$ cat src/rtl/digital_clock_pkg.sv
// Shared limits, ring FSM states and binary-to-BCD helper
// for the digital clock with alarm.
package digital_clock_pkg;

    localparam logic [5:0] SEC_MAX  = 6'd59;
    localparam logic [5:0] MIN_MAX  = 6'd59;
    localparam logic [4:0] HOUR_MAX = 5'd23;

    typedef enum logic {
        IDLE = 1'b0,
        RING = 1'b1
    } ring_state_e;

    // Valid for 0..63; returns {tens, ones}
    function automatic logic [7:0] bin2bcd(input logic [5:0] b);
        logic [5:0] t;
        logic [5:0] o;
        t = b / 6'd10;
        o = b - t * 6'd10;
        return {t[3:0], o[3:0]};
    endfunction

endpackage

$ cat src/rtl/digital_clock_alarm_bcd_hour_12h.sv
// Combinational 24 h BCD hour to display hour (12/24 h) plus PM flag.
module bcd_hour_12h
    import digital_clock_pkg::*;
(
    input  logic       mode_12h,
    input  logic [3:0] h1_in,
    input  logic [3:0] h0_in,
    output logic [3:0] h1_out,
    output logic [3:0] h0_out,
    output logic       pm
);

    logic [4:0] hb;
    logic [7:0] conv;

    always_comb begin
        hb     = {1'b0, h1_in} * 5'd10 + {1'b0, h0_in};
        pm     = (hb >= 5'd12);
        conv   = {h1_in, h0_in};
        if (mode_12h) begin
            if (hb == 5'd0) begin
                conv = 8'h12;
            end else if (hb > 5'd12) begin
                conv = bin2bcd({1'b0, hb - 5'd12});
            end
        end
        h1_out = conv[7:4];
        h0_out = conv[3:0];
    end

endmodule

$ cat src/rtl/digital_clock_alarm.sv
// BCD time-of-day counter with validated load, alarm ring FSM,
// day-wrap pulse and 12/24 h display selection.
module digital_clock_alarm
    import digital_clock_pkg::*;
#(
    parameter int ALARM_LEN = 10,
    parameter int RING_W    = 6
) (
    input  logic       CLK_1Hz,
    input  logic       RESET,
    input  logic       EN,
    input  logic       MODE_12H,
    input  logic       LOAD,
    input  logic [4:0] LOAD_HOUR,
    input  logic [5:0] LOAD_MIN,
    input  logic [5:0] LOAD_SEC,
    input  logic       ALARM_SET,
    input  logic [4:0] ALARM_HOUR,
    input  logic [5:0] ALARM_MIN,
    input  logic       ALARM_EN,
    input  logic       ALARM_ACK,
    output logic [3:0] sec0,
    output logic [3:0] sec1,
    output logic [3:0] min0,
    output logic [3:0] min1,
    output logic [3:0] hour0,
    output logic [3:0] hour1,
    output logic       PM,
    output logic       ALARM,
    output logic       DAY_TICK,
    output logic       LOAD_ERR
);

    localparam logic [RING_W-1:0] RING_LAST = RING_W'(ALARM_LEN - 1);

    logic [3:0] sec0_q, sec1_q, min0_q, min1_q, hour0_q, hour1_q;
    logic [3:0] sec0_d, sec1_d, min0_d, min1_d, hour0_d, hour1_d;
    logic [7:0] alm_hr_q, alm_min_q, alm_hr_d, alm_min_d;
    logic [RING_W-1:0] ring_cnt_q, ring_cnt_d;
    ring_state_e ring_q, ring_d;
    logic day_tick_q, day_tick_d, load_err_q, load_err_d;

    logic load_ok, alm_ok, step, trigger;
    logic c_sec, c_min, c_day;
    logic [7:0] ld_h, ld_m, ld_s;

    always_comb begin
        sec0_d     = sec0_q;
        sec1_d     = sec1_q;
        min0_d     = min0_q;
        min1_d     = min1_q;
        hour0_d    = hour0_q;
        hour1_d    = hour1_q;
        alm_hr_d   = alm_hr_q;
        alm_min_d  = alm_min_q;
        ring_d     = ring_q;
        ring_cnt_d = ring_cnt_q;
        step       = 1'b0;

        load_ok = (LOAD_HOUR <= HOUR_MAX) && (LOAD_MIN <= MIN_MAX)
                  && (LOAD_SEC <= SEC_MAX);
        alm_ok  = (ALARM_HOUR <= HOUR_MAX) && (ALARM_MIN <= MIN_MAX);
        ld_h    = bin2bcd({1'b0, LOAD_HOUR});
        ld_m    = bin2bcd(LOAD_MIN);
        ld_s    = bin2bcd(LOAD_SEC);

        c_sec = (sec0_q == 4'd9) && (sec1_q == 4'd5);
        c_min = c_sec && (min0_q == 4'd9) && (min1_q == 4'd5);
        c_day = c_min && (hour1_q == 4'd2) && (hour0_q == 4'd3);

        // An invalid LOAD still blocks counting on that edge
        if (LOAD) begin
            if (load_ok) begin
                {hour1_d, hour0_d} = ld_h;
                {min1_d, min0_d}   = ld_m;
                {sec1_d, sec0_d}   = ld_s;
            end
        end else if (EN) begin
            step   = 1'b1;
            sec0_d = (sec0_q == 4'd9) ? 4'd0 : sec0_q + 4'd1;
            if (sec0_q == 4'd9) begin
                sec1_d = (sec1_q == 4'd5) ? 4'd0 : sec1_q + 4'd1;
            end
            if (c_sec) begin
                min0_d = (min0_q == 4'd9) ? 4'd0 : min0_q + 4'd1;
                if (min0_q == 4'd9) begin
                    min1_d = (min1_q == 4'd5) ? 4'd0 : min1_q + 4'd1;
                end
            end
            if (c_day) begin
                hour1_d = 4'd0;
                hour0_d = 4'd0;
            end else if (c_min) begin
                if (hour0_q == 4'd9) begin
                    hour0_d = 4'd0;
                    hour1_d = hour1_q + 4'd1;
                end else begin
                    hour0_d = hour0_q + 4'd1;
                end
            end
        end

        if (ALARM_SET && alm_ok) begin
            alm_hr_d  = bin2bcd({1'b0, ALARM_HOUR});
            alm_min_d = bin2bcd(ALARM_MIN);
        end

        day_tick_d = step && c_day;
        load_err_d = (LOAD && !load_ok) || (ALARM_SET && !alm_ok);
        trigger    = step && ALARM_EN
                     && ({hour1_d, hour0_d, min1_d, min0_d, sec1_d, sec0_d}
                         == {alm_hr_q, alm_min_q, 8'h00});

        unique case (ring_q)
            IDLE: begin
                if (trigger) begin
                    ring_d     = RING;
                    ring_cnt_d = '0;
                end
            end
            RING: begin
                if (ALARM_ACK || !ALARM_EN) begin
                    ring_d = IDLE;
                end else if (EN) begin
                    if (ring_cnt_q == RING_LAST) begin
                        ring_d = IDLE;
                    end else begin
                        ring_cnt_d = ring_cnt_q + 1'b1;
                    end
                end
            end
            default: ring_d = IDLE;
        endcase
    end

    always_ff @(posedge CLK_1Hz or posedge RESET) begin
        if (RESET) begin
            sec0_q     <= '0;
            sec1_q     <= '0;
            min0_q     <= '0;
            min1_q     <= '0;
            hour0_q    <= '0;
            hour1_q    <= '0;
            alm_hr_q   <= '0;
            alm_min_q  <= '0;
            ring_q     <= IDLE;
            ring_cnt_q <= '0;
            day_tick_q <= 1'b0;
            load_err_q <= 1'b0;
        end else begin
            sec0_q     <= sec0_d;
            sec1_q     <= sec1_d;
            min0_q     <= min0_d;
            min1_q     <= min1_d;
            hour0_q    <= hour0_d;
            hour1_q    <= hour1_d;
            alm_hr_q   <= alm_hr_d;
            alm_min_q  <= alm_min_d;
            ring_q     <= ring_d;
            ring_cnt_q <= ring_cnt_d;
            day_tick_q <= day_tick_d;
            load_err_q <= load_err_d;
        end
    end

    bcd_hour_12h u_hour (
        .mode_12h (MODE_12H),
        .h1_in    (hour1_q),
        .h0_in    (hour0_q),
        .h1_out   (hour1),
        .h0_out   (hour0),
        .pm       (PM)
    );

    assign sec0     = sec0_q;
    assign sec1     = sec1_q;
    assign min0     = min0_q;
    assign min1     = min1_q;
    assign ALARM    = (ring_q == RING);
    assign DAY_TICK = day_tick_q;
    assign LOAD_ERR = load_err_q;

endmodule

$ cat config.mk
export PLATFORM = sky130hd
export DESIGN_NAME = digital_clock_alarm
export DESIGN_NICKNAME = d
export VERILOG_FILES = /design/src/rtl/digital_clock_pkg.sv /design/src/rtl/digital_clock_alarm_bcd_hour_12h.sv /design/src/rtl/digital_clock_alarm.sv
export SDC_FILE = /design/constraint.sdc
export NUM_CORES = 1
export LEC_CHECK = 0
export CAP_MARGIN = 20
export CORE_ASPECT_RATIO = 1.4
export CORE_UTILIZATION = 56
export DETAILED_ROUTE_END_ITERATION = 12
export GPL_ROUTABILITY_DRIVEN = 0
export PLACE_DENSITY = 0.82
export SYNTH_ARGS = -nofsm -noshare
export SYNTH_HDL_FRONTEND = slang
export SYNTH_SLANG_ARGS = --single-unit
$ cat constraint.sdc
create_clock -name CLK_1Hz -period 5.4 [get_ports CLK_1Hz]
set_input_delay 0.54 -clock CLK_1Hz [delete_from_list [all_inputs] [get_ports CLK_1Hz]]
set_output_delay 0.54 -clock CLK_1Hz [all_outputs]
set_load 0.1 [all_outputs]
==> flow_summary.ini <==
[floorplan]
die_area_sq_um = 8404
row_count = 38
die-width_um = 77.77
fp.dieH_um = 108.1
initial_core_util_pct = 58.07
io_pins = 64
core_area_sq_um = 7750

[setup_path]
crit_type = register to primary output
worst_setup_path_start_kind = register
crit_end = hour0[3]
worstSetupPathDepth = 18
rr_worst_depth = 8
crit_path_max_incr_delay_ns = 0.48
end_kind = primary output
critPathMostFrequentCell = ha_1
rr_startpoint = sec1[1]
crit_start = hour1_q[0]
rr_endpoint = ring_cnt_q[5]
cp_num_buf_inv = 3
r2r_slack_ns = 1.76
cp.arrival_ns = 4.60
slowest_stage = dfrtp_1
critPathTopFamily = adder cells
crit_chain = ha_1, ha_1, xor2_2, ha_1, xnor3_1, o21a_1, inv_1, ha_1, nand2_1, a221oi_1, nor2_1, inv_1, ha_1, fa_1, xnor2_1, xnor2_1, o21ai_1, buf_12
worstPathMaxFanout = 7
crit_required_ns = 4.86

[synth]
synthCells = 556
synth-main-ff-cell = dfrtp_1
synth-seq-cells = 46
synthDistinctLibCells = 78
async_reset_ff_share_pct = 100.0
yosysWarnings = 0
synth-edff-count = 0
syn_nets = 624
netlist_area_sq_um = 4501
syn_area_per_cell_sq_um = 8.095
ys_seq_area_share_pct = 25.58

[clocking]
clock_latency_ns = 0.32
numCtsBuffers = 5
clockBufferDepth = 2
hold_buffers = 0
cts_tree = built
cts_root_buf = clkbuf_8
clk_pin_slew_worst_paths_ns = 0.09
cts.sinks = 46
post_cts_buffers = 0
htree_num_levels = 2
post_cts_resized = 0

[timing]
final_hold_viol_count = 0
setup_violations = 0
maxSlewViolCount = 0
clock_skew_ns = 0.01022
tightest_slew_ns = 0.9888
finalCriticalPeriod_ns = 5.135
period_share_pct = 95.09
max_slew_margin_pct = 33.88
whs_ns = 0.4169
max_freq_ghz = 0.1947
setup_ws_ns = 0.2649

[job]
drv_cap = 0

[routing]
first_pass_iters = 7
routed_wl_um = 12550
drc = 0
vias_per_cell = 6.487
drtAntennaViolNets = 0
vias = 4586
wl_per_cell_um = 17.76
drtIter0Drc = 509

[placed_design]
place_inst = 698
post-place-ws_ns = 0.4127
hpwl_um = 9413
io_buffers = 63
placed_area_sq_um = 5159

[outcome]
status = completed

[min_path]
hp-class = input port to async pin

[cells_and_area]
syn2layout_area_growth_pct = 17.35
final_area_sq_um = 5281
stdcell_count = 707
diodes = 0
layout-drive-gt1-share_pct = 5.766
fill_cells = 649
utilization_pct = 68.15
final_cell_mix = nand2_1, clkdlybuf4s50_1, dfrtp_1
multiInputGateArea_sq_um = 3043
final_common_cell = nand2_1
final_nets = 674
regArea_sq_um = 1151

[global_route]
antenna_found_initial = 0
grt_pass1_wl_um = 20880
grt_max_degree = 47
grt_pass1_vias = 4406
overflow = 0
grt_usage_pct = 31.67

[power_and_ir_drop]
p_leak_nw = 2.281
ir_drop_mv = 0.4592
power_per_cell_area_nw_per_um2 = 381.9
-- synthesized netlist by cell type (3+ instances only) --
cell type	instances	area, sq um
a211o_1	5	43.79
nor2_1	26	97.59
nand3_1	21	105.1
clkbuf_1	15	56.30
or4_1	3	22.52
o31ai_1	3	22.52
a21boi_0	3	22.52
nand2_1	62	232.7
o21a_1	3	22.52
and3b_1	4	35.03
and4_1	5	43.79
nand4_1	12	75.07
ha_1	25	312.8
a21o_1	4	30.03
mux2i_1	4	40.04
buf_6	5	56.30
o21ai_0	43	215.2
a22oi_1	4	30.03
and2_1	7	43.79
nand3b_1	3	22.52
a2111oi_0	3	26.28
buf_2	5	25.02
nand2b_1	14	87.58
xnor2_1	13	113.9
nor3b_1	4	30.03
nand4b_1	3	26.28
a31oi_1	13	81.33
a211oi_1	7	52.55
nor3_1	13	65.06
o211ai_1	7	52.55
fa_1	7	140.1
xor2_1	13	113.9
nor2b_1	9	56.30
a221oi_1	4	35.03
or3_1	3	18.77
a21oi_1	21	105.1
nor4_1	7	43.79
inv_1	45	168.9
and3_1	10	62.56
dfrtp_1	46	1151
mux2_2	4	45.04
-- worst reg2reg max path, delay by kind of cell (launching register included) --
family	cells	cell delay, ns
AOI/OAI and AO/OA	3	0.88
and+or+nand+nor	5	2.19
DFF	1	0.45
-- report_power, final --
group          internal (W)  switching, W
registers          0.000396      0.000102
clock network      0.000103      0.000128
logic              0.000421      0.000867
-- cell families (layout without fill, tap and decap cells) --
| family | count (synthesis) | count (layout) | synth area share [%] |
|---|---|---|---|
| muxes | 8 | 8 | 1.890 |
| AOI/OAI and AO/OA | 152 | 152 | 22.88 |
| xor gates and xnor gates | 27 | 27 | 5.560 |
| and+or+nand+nor | 219 | 219 | 27.05 |
| adders and majority gates | 32 | 32 | 10.06 |
| buffers and inverters | 72 | 123 | 6.978 |
| DFF | 46 | 46 | 25.58 |
-- how the worst min path moves through the flow --
stage / endpoint / slack, ns / cells past startpoint
after floorplan: alm_min_q[1] / 0.46 / 2
after global placement: alm_hr_q[3] / 0.50 / 2
after detailed placement: alm_min_q[3] / 0.50 / 2
after CTS: alm_min_q[3] / 0.52 / 2
after global routing: ring_cnt_q[5] / 0.42 / 2
final: hour1_q[2] / 0.42 / 2
-- final cells by class --
class                      count  area share [%]
multi-input combinational    438           57.62
tap                          100           2.369
clock inverter                 2          0.2369
clock buffer                   6           1.564
sequential                    46           21.80
inverter                      45           3.198
timing repair buffer          70           13.22
-- per-stage QoR --
step	total power (W)	setup TNS, ns
after floorplan	0.001460	0
after global placement	0.001739	0
after detailed placement	0.001768	0
after CTS	0.002002	0
after global routing	0.002136	-0.007249
final	0.002017	0
-- layer usage --
| layer | vias up | track usage [%] | wire (um) |
|---|---|---|---|
| met5 | - | 0 | 0 |
| met4 | 0 | 17.65 | 605 |
| met3 | 51 | 5.907 | 927 |
| met2 | 238 | 54.42 | 6147 |
| met1 | 2162 | 37.03 | 4872 |
| li1 | 2135 | - | - |
-- state kept, by name (all words and copies together), names as in the netlist --
register / count
ALARM: 1
alm_hr_q: 6
ring_cnt_q: 6
DAY_TICK: 1
sec0: 4
min1: 4
alm_min_q: 7
sec1: 4
hour0_q: 4
LOAD_ERR: 1
hour1_q: 4
min0: 4
Note: power is estimated with default switching activity, not from simulation.
